### src/rtl/mlp_pkg.sv
// mlp_pkg: loader state encoding and buffer limits shared with the MLP core
package mlp_pkg;
  typedef enum logic [2:0] {IDLE, HDR, LD_IN, LD_WT, LD_BIAS, RUN, REL, DRAIN} ld_state_e;
  localparam int unsigned HDR_BYTES = 4;
  localparam int unsigned MAX_INPUTS_DEF = 4096;
  localparam int unsigned MAX_OUTPUTS_DEF = 256;
  localparam int unsigned MAX_WEIGHTS_DEF = 16384;
endpackage

### src/rtl/mlp_result_fifo.sv
// mlp_result_fifo: first-word-fall-through result FIFO; a pop frees room for a same-cycle push when full
module mlp_result_fifo #(
  parameter int unsigned DEPTH = 16,
  parameter int unsigned W = 9
) (
  input  logic         clk,
  input  logic         rst_n,
  input  logic         push_i,
  input  logic [W-1:0] din_i,
  input  logic         pop_i,
  output logic [W-1:0] dout_o,
  output logic         full_o,
  output logic         empty_o
);
  localparam int unsigned AW = $clog2(DEPTH);
  logic [W-1:0] mem_q [DEPTH];
  logic [AW-1:0] rd_q, wr_q;
  logic [AW:0] cnt_q;
  logic do_push, do_pop;
  assign full_o = cnt_q == (AW+1)'(DEPTH);
  assign empty_o = cnt_q == '0;
  assign do_pop = pop_i & ~empty_o;
  assign do_push = push_i & (~full_o | do_pop);
  assign dout_o = mem_q[rd_q];
  // pointer and occupancy bookkeeping
  always_ff @(posedge clk or negedge rst_n)
    if (!rst_n) begin
      rd_q <= '0;
      wr_q <= '0;
      cnt_q <= '0;
    end else begin
      rd_q <= rd_q + AW'(do_pop);
      wr_q <= wr_q + AW'(do_push);
      cnt_q <= cnt_q + (AW+1)'(do_push) - (AW+1)'(do_pop);
    end
  // storage array, contents need no reset
  always_ff @(posedge clk)
    if (do_push) mem_q[wr_q] <= din_i;
endmodule

### src/rtl/mlp_layer_loader.sv
// mlp_layer_loader: parses a layer frame into core buffer writes, runs the core, streams results out
module mlp_layer_loader import mlp_pkg::*; #(
  parameter int unsigned FIFO_DEPTH = 16,
  parameter int unsigned MAX_INPUTS = MAX_INPUTS_DEF,
  parameter int unsigned MAX_OUTPUTS = MAX_OUTPUTS_DEF,
  parameter int unsigned MAX_WEIGHTS = MAX_WEIGHTS_DEF
) (
  input  logic        clk,
  input  logic        rst_n,
  input  logic [7:0]  s_data,
  input  logic        s_valid,
  output logic        s_ready,
  input  logic        s_last,
  output logic [15:0] cfg_num_inputs,
  output logic [15:0] cfg_num_outputs,
  output logic [15:0] input_addr,
  output logic [7:0]  input_data,
  output logic        input_we,
  output logic [15:0] weight_addr,
  output logic [7:0]  weight_data,
  output logic        weight_we,
  output logic [15:0] bias_addr,
  output logic [7:0]  bias_data,
  output logic        bias_we,
  output logic        core_start,
  input  logic        core_done,
  input  logic [7:0]  core_out_data,
  input  logic        core_out_valid,
  output logic [7:0]  m_data,
  output logic        m_valid,
  input  logic        m_ready,
  output logic        m_last,
  output logic        busy,
  output logic        err_hdr,
  output logic        err_len,
  output logic        err_ovf,
  input  logic        clr_err
);
  ld_state_e state_q, state_d;
  logic [31:0] cnt_q, cnt_d, wt_q, wt_d, sec_len, hdr_prod;
  logic [23:0] hdr_q, hdr_d;
  logic [15:0] ni_q, ni_d, no_q, no_d, res_q, res_d, addr_q, addr_d, hdr_ni, hdr_no;
  logic [7:0] data_q, data_d;
  logic [2:0] we_q, we_d, err_q, err_d;
  logic start_q, start_d, rdy_q, rdy_d;
  logic acc, sec_end, hdr_ok, set_hdr, set_len, pop, f_full, f_empty;
  logic [8:0] f_dout;
  assign acc = s_valid & s_ready;
  assign hdr_ni = hdr_q[15:0];
  assign hdr_no = {s_data, hdr_q[23:16]};
  assign hdr_prod = {16'd0, hdr_ni} * {16'd0, hdr_no};
  assign hdr_ok = hdr_ni != 16'd0 && 32'(hdr_ni) <= MAX_INPUTS && hdr_no != 16'd0 &&
                  32'(hdr_no) <= MAX_OUTPUTS && hdr_prod <= MAX_WEIGHTS;
  assign sec_len = state_q == LD_WT ? wt_q : {16'd0, state_q == LD_IN ? ni_q : no_q};
  assign sec_end = cnt_q == sec_len - 32'd1;
  assign pop = m_valid & m_ready;
  // frame parser and core handshake sequencing
  always_comb begin
    state_d = state_q;
    cnt_d = cnt_q;
    hdr_d = hdr_q;
    ni_d = ni_q;
    no_d = no_q;
    wt_d = wt_q;
    addr_d = addr_q;
    data_d = data_q;
    we_d = '0;
    set_hdr = 1'b0;
    set_len = 1'b0;
    case (state_q)
      IDLE, HDR: if (acc) begin
        hdr_d = {s_data, hdr_q[23:8]};
        cnt_d = cnt_q + 32'd1;
        if (cnt_q == HDR_BYTES - 1) begin
          ni_d = hdr_ni;
          no_d = hdr_no;
          wt_d = hdr_prod;
          set_hdr = ~hdr_ok;
          set_len = hdr_ok & s_last;
          state_d = s_last ? IDLE : hdr_ok ? LD_IN : DRAIN;
          cnt_d = '0;
        end else begin
          set_len = s_last;
          state_d = s_last ? IDLE : HDR;
        end
      end
      LD_IN, LD_WT, LD_BIAS: if (acc) begin
        we_d = {state_q == LD_BIAS, state_q == LD_WT, state_q == LD_IN};
        addr_d = cnt_q[15:0];
        data_d = s_data;
        cnt_d = sec_end ? '0 : cnt_q + 32'd1;
        if (sec_end) state_d = state_q == LD_IN ? LD_WT : state_q == LD_WT ? LD_BIAS : s_last ? RUN : DRAIN;
        if (s_last && !(sec_end && state_q == LD_BIAS)) state_d = IDLE;
        set_len = s_last != (sec_end && state_q == LD_BIAS);
      end
      DRAIN: if (acc && s_last) state_d = IDLE;
      RUN: if (core_done) state_d = REL;
      REL: if (!core_done) state_d = IDLE;
      default: state_d = IDLE;
    endcase
    if (state_d == IDLE) cnt_d = '0;
  end
  // handshake, result tagging and sticky error next-state
  always_comb begin
    start_d = state_q == RUN && !core_done;
    rdy_d = !(state_d inside {RUN, REL});
    res_d = (state_d == RUN && state_q != RUN) ? '0 : res_q + 16'(core_out_valid);
    err_d = (err_q & {3{~clr_err}}) | {core_out_valid & f_full & ~pop, set_len, set_hdr};
  end
  // all loader state, cleared asynchronously so a reset abandons any frame or run
  always_ff @(posedge clk or negedge rst_n)
    if (!rst_n) begin
      state_q <= IDLE;
      cnt_q <= '0;
      wt_q <= '0;
      hdr_q <= '0;
      ni_q <= '0;
      no_q <= '0;
      res_q <= '0;
      addr_q <= '0;
      data_q <= '0;
      we_q <= '0;
      err_q <= '0;
      start_q <= 1'b0;
      rdy_q <= 1'b0;
    end else begin
      state_q <= state_d;
      cnt_q <= cnt_d;
      wt_q <= wt_d;
      hdr_q <= hdr_d;
      ni_q <= ni_d;
      no_q <= no_d;
      res_q <= res_d;
      addr_q <= addr_d;
      data_q <= data_d;
      we_q <= we_d;
      err_q <= err_d;
      start_q <= start_d;
      rdy_q <= rdy_d;
    end
  mlp_result_fifo #(.DEPTH(FIFO_DEPTH), .W(9)) u_fifo (
    .clk(clk),
    .rst_n(rst_n),
    .push_i(core_out_valid),
    .din_i({res_q == no_q - 16'd1, core_out_data}),
    .pop_i(pop),
    .dout_o(f_dout),
    .full_o(f_full),
    .empty_o(f_empty)
  );
  assign s_ready = rdy_q;
  assign cfg_num_inputs = ni_q;
  assign cfg_num_outputs = no_q;
  assign input_addr = addr_q;
  assign weight_addr = addr_q;
  assign bias_addr = addr_q;
  assign input_data = data_q;
  assign weight_data = data_q;
  assign bias_data = data_q;
  assign input_we = we_q[0];
  assign weight_we = we_q[1];
  assign bias_we = we_q[2];
  assign core_start = start_q;
  assign busy = state_q != IDLE;
  assign err_hdr = err_q[0];
  assign err_len = err_q[1];
  assign err_ovf = err_q[2];
  assign m_valid = ~f_empty;
  assign m_data = m_valid ? f_dout[7:0] : 8'd0;
  assign m_last = m_valid & f_dout[8];
endmodule

### config.mk
export PLATFORM = sky130hd
export DESIGN_NAME = mlp_layer_loader
export DESIGN_NICKNAME = d
export VERILOG_FILES = /design/src/rtl/mlp_pkg.sv /design/src/rtl/mlp_result_fifo.sv /design/src/rtl/mlp_layer_loader.sv
export SDC_FILE = /design/constraint.sdc
export NUM_CORES = 1
export LEC_CHECK = 0
export BUFFER_PORTS_ARGS = -buffer_cell sky130_fd_sc_hd__buf_2
export CAP_MARGIN = 20
export CORE_MARGIN = 3
export CORE_UTILIZATION = 35
export CTS_CLUSTER_DIAMETER = 200
export DETAILED_ROUTE_END_ITERATION = 10
export GPL_ROUTABILITY_DRIVEN = 0
export MAX_ROUTING_LAYER = met4
export PLACE_DENSITY_LB_ADDON = 0.05
export SYNTH_ARGS = -nofsm -noshare
export SYNTH_HDL_FRONTEND = slang
export SYNTH_SLANG_ARGS = --single-unit
export TNS_END_PERCENT = 20
### constraint.sdc
create_clock -name clk -period 7.5 [get_ports clk]
set_input_delay 2.25 -clock clk [delete_from_list [all_inputs] [get_ports clk]]
set_output_delay 2.25 -clock clk [all_outputs]
set_load 0.1 [all_outputs]
==> results by group, run 1 <==
Outcome
  • Status: finished with violations
  • Failing checks: negative setup slack

Cells and area
  • Fillcell total: 7,103
  • Most common cell after layout, fill and taps aside: nand2_1
  • Most frequent cells in the layout: nand2_1, inv_1, fa_1
  • Area Growth Syn to Fin: 14.6%
  • Final net count: 2,955
  • Fraction of layout cells with a size suffix above 1: 0.221
  • Final cell count without fillers: 3,598
  • Utilization after layout: 0.408
  • Fin area: 29,400 sq um

Run
  • Max-cap violation count: 0

Worst setup path
  • CP endpoint kind: flip-flop
  • Type of origin of the critical path: input port
  • Crit Path Category: input port to flip-flop
  • R2R depth: 26
  • CP Max Fanout: 8
  • CP Data Arrival Time: 8320 ps
  • Worst path required time: 7980 ps

Die
  • Die ar.: ~77,000 sq um
  • Num rows: 98
  • Core area: 72,100 sq um
  • I/O Pins: 147
  • Die Y: 277 um
  • Die Width: 277 um
  • Starting density of the core: 0.356

Logic synthesis
  • Primary FF master, synth: dfrtp_1
  • Post-synth cell types: 90
  • Post-Syn Instances: between 2,000 and 2,500
  • Number of synthesized flops with an enable pin: 144
  • YS warnings: 0
  • Area of the mapped netlist: 25,700 sq um
  • Share of synthesized registers carrying an async set or reset: 0.561
  • Post-Syn Area per Cell: 10.4 sq um
  • Net Count, Synth: roughly 2,800
  • Seq cells post-synth: 328
  • Sequential share of the synthesized area: 0.348

Place
  • # port buffers: roughly 150
  • DP Cell Count: 3,516
  • Placed Area: 27,800 sq um
  • Final HPWL DP: 60,100 um

STA
  • RSZ-0062 raised after global routing: yes
  • Slew headroom: 0.272
  • Hold slack final: 478 ps
  • Clock skew: 18.6 ps
  • Final setup viols: 6
  • Period minus WS final: 7840 ps
  • Fin. Hold Viols: 0
  • Final worst setup slack: -338 ps
  • Peak Freq: 128 MHz
  • Final Max Slew Viols: 0
  • Worst-margin pin slew: 1090 ps
  • Period Utilization, post-route: 1.05

Clock tree
  • # clock sinks: approximately 330
  • H-tree levels: 2
  • TritonCTS Buffers: 39
  • # hold bufs at CTS: 0
  • CTS tree: done
  • Clk slew on worst S/H paths: 60 ps
  • CTS root buf: clkbuf_16
  • Clock Latency Late Sink: 560 ps
  • Clk buf depth: 3

Route
  • Via density: roughly 5.2
  • Pre-antenna DRT Iters: 5
  • Antenna-violating nets left: 0
  • Routed vias: about 19,000
  • WL/cell: between 20 and 25 um
  • Initial DRC Count: 1,046
  • Final WL: 78,600 um
  • DRC viols: 0

Hold path
  • Worst hold path type: flip-flop to flip-flop
  • Hold depth: 1

GRT
  • First-pass GRT wire length: 123,000 um
  • Total gr overflow: 0
  • Vias in the first global route: 19,900
  • Global-route usage over all layers: 0.213
  • Initial antenna violation count: 3
  • Largest net degree at the start of global routing: 67
-- repair_timing --
| item | in CTS | in global routing |
|---|---|---|
| pin swaps | 11 | 27 |
| buffers inserted | 0 | 5 |
| resized for setup | 22 | 33 |
| gates cloned | 0 | 0 |
| setup endpoints to repair | 7 | 10 |
-- final timing paths --
path / from / endpoint / slack (ps)
min reg2reg: wt_q[9] / wt_q[9] / 480
max: s_data[2] / s_ready / -340
max reg2reg: hdr_q[18] / s_ready / 410
min in group asynchronous: rst_n / res_q[8] / 1690
min: wt_q[9] / wt_q[9] / 480
max in group asynchronous: rst_n / cfg_num_inputs[14] / 4490
-- worst max-delay path, cell delays in order --
cell,delay [ps]
buf_6,130
and2_4,150
fa_1,520
inv_1,50
fa_1,530
inv_1,50
fa_2,530
fa_2,440
fa_1,500
inv_1,50
fa_1,480
inv_1,40
ha_2,330
a21o_1,110
a21o_1,130
a21oi_2,60
o21a_1,160
o31a_1,120
buf_4,160
o211ai_1,210
o21ai_1,120
xnor2_1,150
or4_4,530
nor4_4,150
buf_6,170
o31ai_4,70
o21ai_1,100
-- kinds of logic after synthesis --
logic type / after synthesis / share of synthesized area
and+or+nand+nor: 760 / 0.153
buffers and inverters: 455 / 0.0778
DFF: 328 / 0.348
adders and majority gates: 315 / 0.211
AOI/OAI and AO/OA: 292 / 0.0761
muxes: 189 / 0.0900
xor gates and xnor gates: 133 / 0.0454
-- cells in the mapped netlist, types with 13 or more instances --
| library cell | instances | area (sq um) |
|---|---|---|
| buf_4 | 49 | 368 |
| nor2_1 | 108 | 405 |
| nand2_1 | 266 | 998 |
| mux2i_1 | 46 | 460 |
| o221ai_1 | 19 | 166 |
| nand2b_1 | 14 | 87.6 |
| and2_1 | 128 | 801 |
| edfxtp_1 | 144 | 4320 |
| ha_1 | 120 | 1500 |
| nand3_1 | 52 | 260 |
| a21o_1 | 21 | 158 |
| a21oi_1 | 82 | 410 |
| a21boi_0 | 13 | 97.6 |
| mux2_2 | 109 | 1230 |
| inv_1 | 250 | 938 |
| nor4_1 | 30 | 188 |
| clkbuf_1 | 122 | 458 |
| xor2_1 | 55 | 482 |
| and3_1 | 15 | 93.8 |
| dfrtp_1 | 184 | 4600 |
| nand4_1 | 28 | 175 |
| fa_1 | 195 | 3900 |
| nor3_1 | 40 | 200 |
| o21ai_0 | 61 | 305 |
| mux4_2 | 18 | 405 |
| xnor2_1 | 78 | 683 |
-- registers in the layout, indices dropped and copies added, names as in the netlist --
name / cells
bias_data: 8
we_q: 3
cfg_num_inputs: 16
s_ready: 1
hdr_q: 24
state_q: 3
wt_q: 32
res_q: 16
cnt_q: 32
bias_addr: 16
err_q: 3
core_start: 1
cfg_num_outputs: 16
u_fifo.rd_q: 4
u_fifo.mem_q: 144
u_fifo.wr_q: 4
u_fifo.cnt_q: 5
-- per-stage QoR --
stage,setup TNS [ps],worst slack [ps]
finish,-1610,-338
detailed placement,-11420,-1200
global route,-3100,-617
floorplan,-4010,-720
global placement,-10660,-1120
CTS,-1600,-367
-- layout make-up --
cell class / instances / area, sq um / share of cell area
Tap cell: 950 / 1190 / 0.0404
Timing Repair Buffer: 307 / 2100 / 0.0712
Antenna cell: 2 / 5.00 / 0.000170
Clock buffer: 54 / 1100 / 0.0375
Clock inverter: 17 / 165 / 0.00561
Sequential cell: 328 / 8930 / 0.303
Inverter: 251 / 942 / 0.0320
Multi-Input combinational cell: 1689 / 15000 / 0.510
-- layer usage --
layer | track usage | vias to the layer above | share of wire
li1 | - | 8600 | -
met4 | 0.0505 | 0 | 0.023
met5 | - | - | 0
met2 | 0.340 | 388 | 0.47
met3 | 0.0287 | 109 | 0.043
met1 | 0.290 | 9486 | 0.46
Power of run 1 is not shown: default switching activity piles up to over one toggle a cycle in this logic, so the estimate is an artifact.
==> inputs of run 2 (changes only) <==
==> constraint.sdc (replaced) <==
create_clock -name clk -period 7.5 [get_ports clk]
set_input_delay 1.5 -clock clk [delete_from_list [all_inputs] [get_ports clk]]
set_output_delay 1.5 -clock clk [all_outputs]
set_load 0.1 [all_outputs]
==> run 2 against run 1 <==
  * The flow now finishes without violations
  * Utilization is 0.41 points lower
  * Clock skew is 2.6 ps higher
  * Die area stayed put
  * Wire length is 1.5% lower
  * First-iteration DRC count is 3.9% lower
  * Worst setup slack better by 580 ps
  * Largest cell class unchanged
  * Highest routed layer unchanged
==> results by group, run 2 (synthesis gave the netlist of run 1 again) <==
Worst setup path
  • Crit path top cell by count: fa_1
  • Worst path required time: about 8000 ps
  • CP endpoint kind: flip-flop
  • CP Max Fanout: 7
  • CP Data Arrival Time: 7750 ps
  • Reg2reg end: s_ready
  • R2R depth: 25
  • Reg-to-reg setup timing slack: roughly 440 ps
  • Crit Path Category: input port to flip-flop
  • Worst R2R Start: hdr_q[5]
  • Slowest-stage cell, CP: fa_1
  • CP max stage delay: 540 ps
  • Type of origin of the critical path: input port

Cells and area
  • Fillcell total: 7,128
  • Most frequent cells in the layout: nand2_1, inv_1, fa_1
  • Fraction of layout cells with a size suffix above 1: 0.205
  • Area Growth Syn to Fin: 13.4%
  • Final cell count without fillers: 3,576
  • Max reg flops: 144
  • Largest reg by FF count: u_fifo.mem_q
  • Most common cell after layout, fill and taps aside: nand2_1
  • Final net count: 2,932
  • FF/Latch Area: 8930 sq um
  • Multi-input gate area: roughly 15,000 sq um
  • Biggest regs: u_fifo.mem_q (144), cnt_q (32), wt_q (32)

Clock tree
  • CTS tree: done
  • H-tree levels: 2
  • # hold bufs at CTS: 0
  • TritonCTS Buffers: 41
  • CTS root buf: clkbuf_16
  • Clk buf depth: 3
  • Clk slew on worst S/H paths: 60 ps
  • # clock sinks: 328
  • Clock Latency Late Sink: about 580 ps

GRT
  • Largest net degree at the start of global routing: 71
  • First-pass GRT wire length: 122,000 um
  • Initial antenna violation count: 4
  • Total gr overflow: 0
  • Vias in the first global route: between 15,000 and 20,000
  • Global-route usage over all layers: 0.210

Hold path
  • Hold depth: 1
  • Hold Path Sink: wt_q[9]
  • Worst hold path type: flip-flop to flip-flop
  • Worst hold path startpoint: wt_q[9]

STA
  • Peak Freq: 138 MHz
  • Final setup viols: 0
  • Final Max Slew Viols: 0
  • Period minus WS final: roughly 7300 ps
  • Hold slack final: 473 ps
  • Worst-margin pin slew: between 1000 and 1500 ps
  • Period Utilization, post-route: 0.967
  • Clock skew: around 21 ps
  • Fin. Hold Viols: 0
  • Slew headroom: 0.235

Die
  • Num rows: a little under 100
  • I/O Pins: 147
  • Die ar.: 76,600 sq um
  • Core area: 72,100 sq um
  • Die Width: approximately 280 um
  • Die Y: ~280 um
  • Starting density of the core: 0.356

Route
  • Routed vias: about 19,000
  • Antenna-violating nets left: 0
  • Final WL: 77,400 um
  • Initial DRC Count: 1,005
  • DRC viols: 0
  • WL/cell: 21.6 um
  • Pre-antenna DRT Iters: 5
  • Via density: about 5.2

Place
  • DP Cell Count: 3,498
  • Final HPWL DP: approximately 60,000 um
  • # port buffers: 146

Run
  • Max-cap violation count: 0

Outcome
  • Status: completed
run 2: worst max-delay path by stage:
stage	startpoint	to	slack [ps]
2_1_floorplan	s_data[2]	s_ready	6
3_3_place_gp	s_data[1]	s_ready	-410
3_5_place_dp	s_data[1]	s_ready	-490
4_1_cts	hdr_q[18]	s_ready	110
5_1_grt	s_data[2]	state_q[0]	-9
6_report	s_data[2]	s_ready	250
run 2: area by class of cell:
| class | instances | share of cell area |
|---|---|---|
| multi-input cells | 1689 | 0.511 |
| repair buffers | 282 | 0.0618 |
| flip-flops and latches | 328 | 0.307 |
| diodes | 2 | 0.000172 |
| inverters | 251 | 0.0323 |
| clock inverters | 17 | 0.00820 |
| clock buffers | 57 | 0.0387 |
| well taps | 950 | 0.0408 |
run 2: metrics by stage:
| step | TNS (ps) | util | worst slack (ps) | cell area [sq um] |
|---|---|---|---|---|
| finish | 0 | 0.404 | 246 | 29100 |
| global route | -8.92 | 0.404 | -8.92 | 29100 |
| CTS | 0 | 0.403 | 113 | 29000 |
| detailed placement | -2250 | 0.384 | -485 | 27700 |
| global placement | -1950 | 0.383 | -412 | 27600 |
| floorplan | 0 | - | 5.68 | 25800 |
run 2: timing repair:
action | in CTS | in global routing
resized for setup | 0 | 23
setup endpoints to repair | 0 | 5
buffers inserted | 0 | 1
run 2: worst max-delay path, delay by kind of cell:
| family | cells | cell delay, ps |
|---|---|---|
| AOI/OAI and AO/OA | 4 | 630 |
| adders and majority gates | 7 | 3230 |
| buffers and inverters | 7 | 700 |
| and+or+nand+nor | 7 | 1670 |
run 2: routing by layer:
metal,vias up,global-route usage,wire (um)
met2,345,0.345,37500
li1,8568,-,-
met3,77,0.0247,2830
met5,-,-,0
met1,9541,0.286,36100
met4,0,0.0322,1030
Power of run 2 is left out for the same reason.
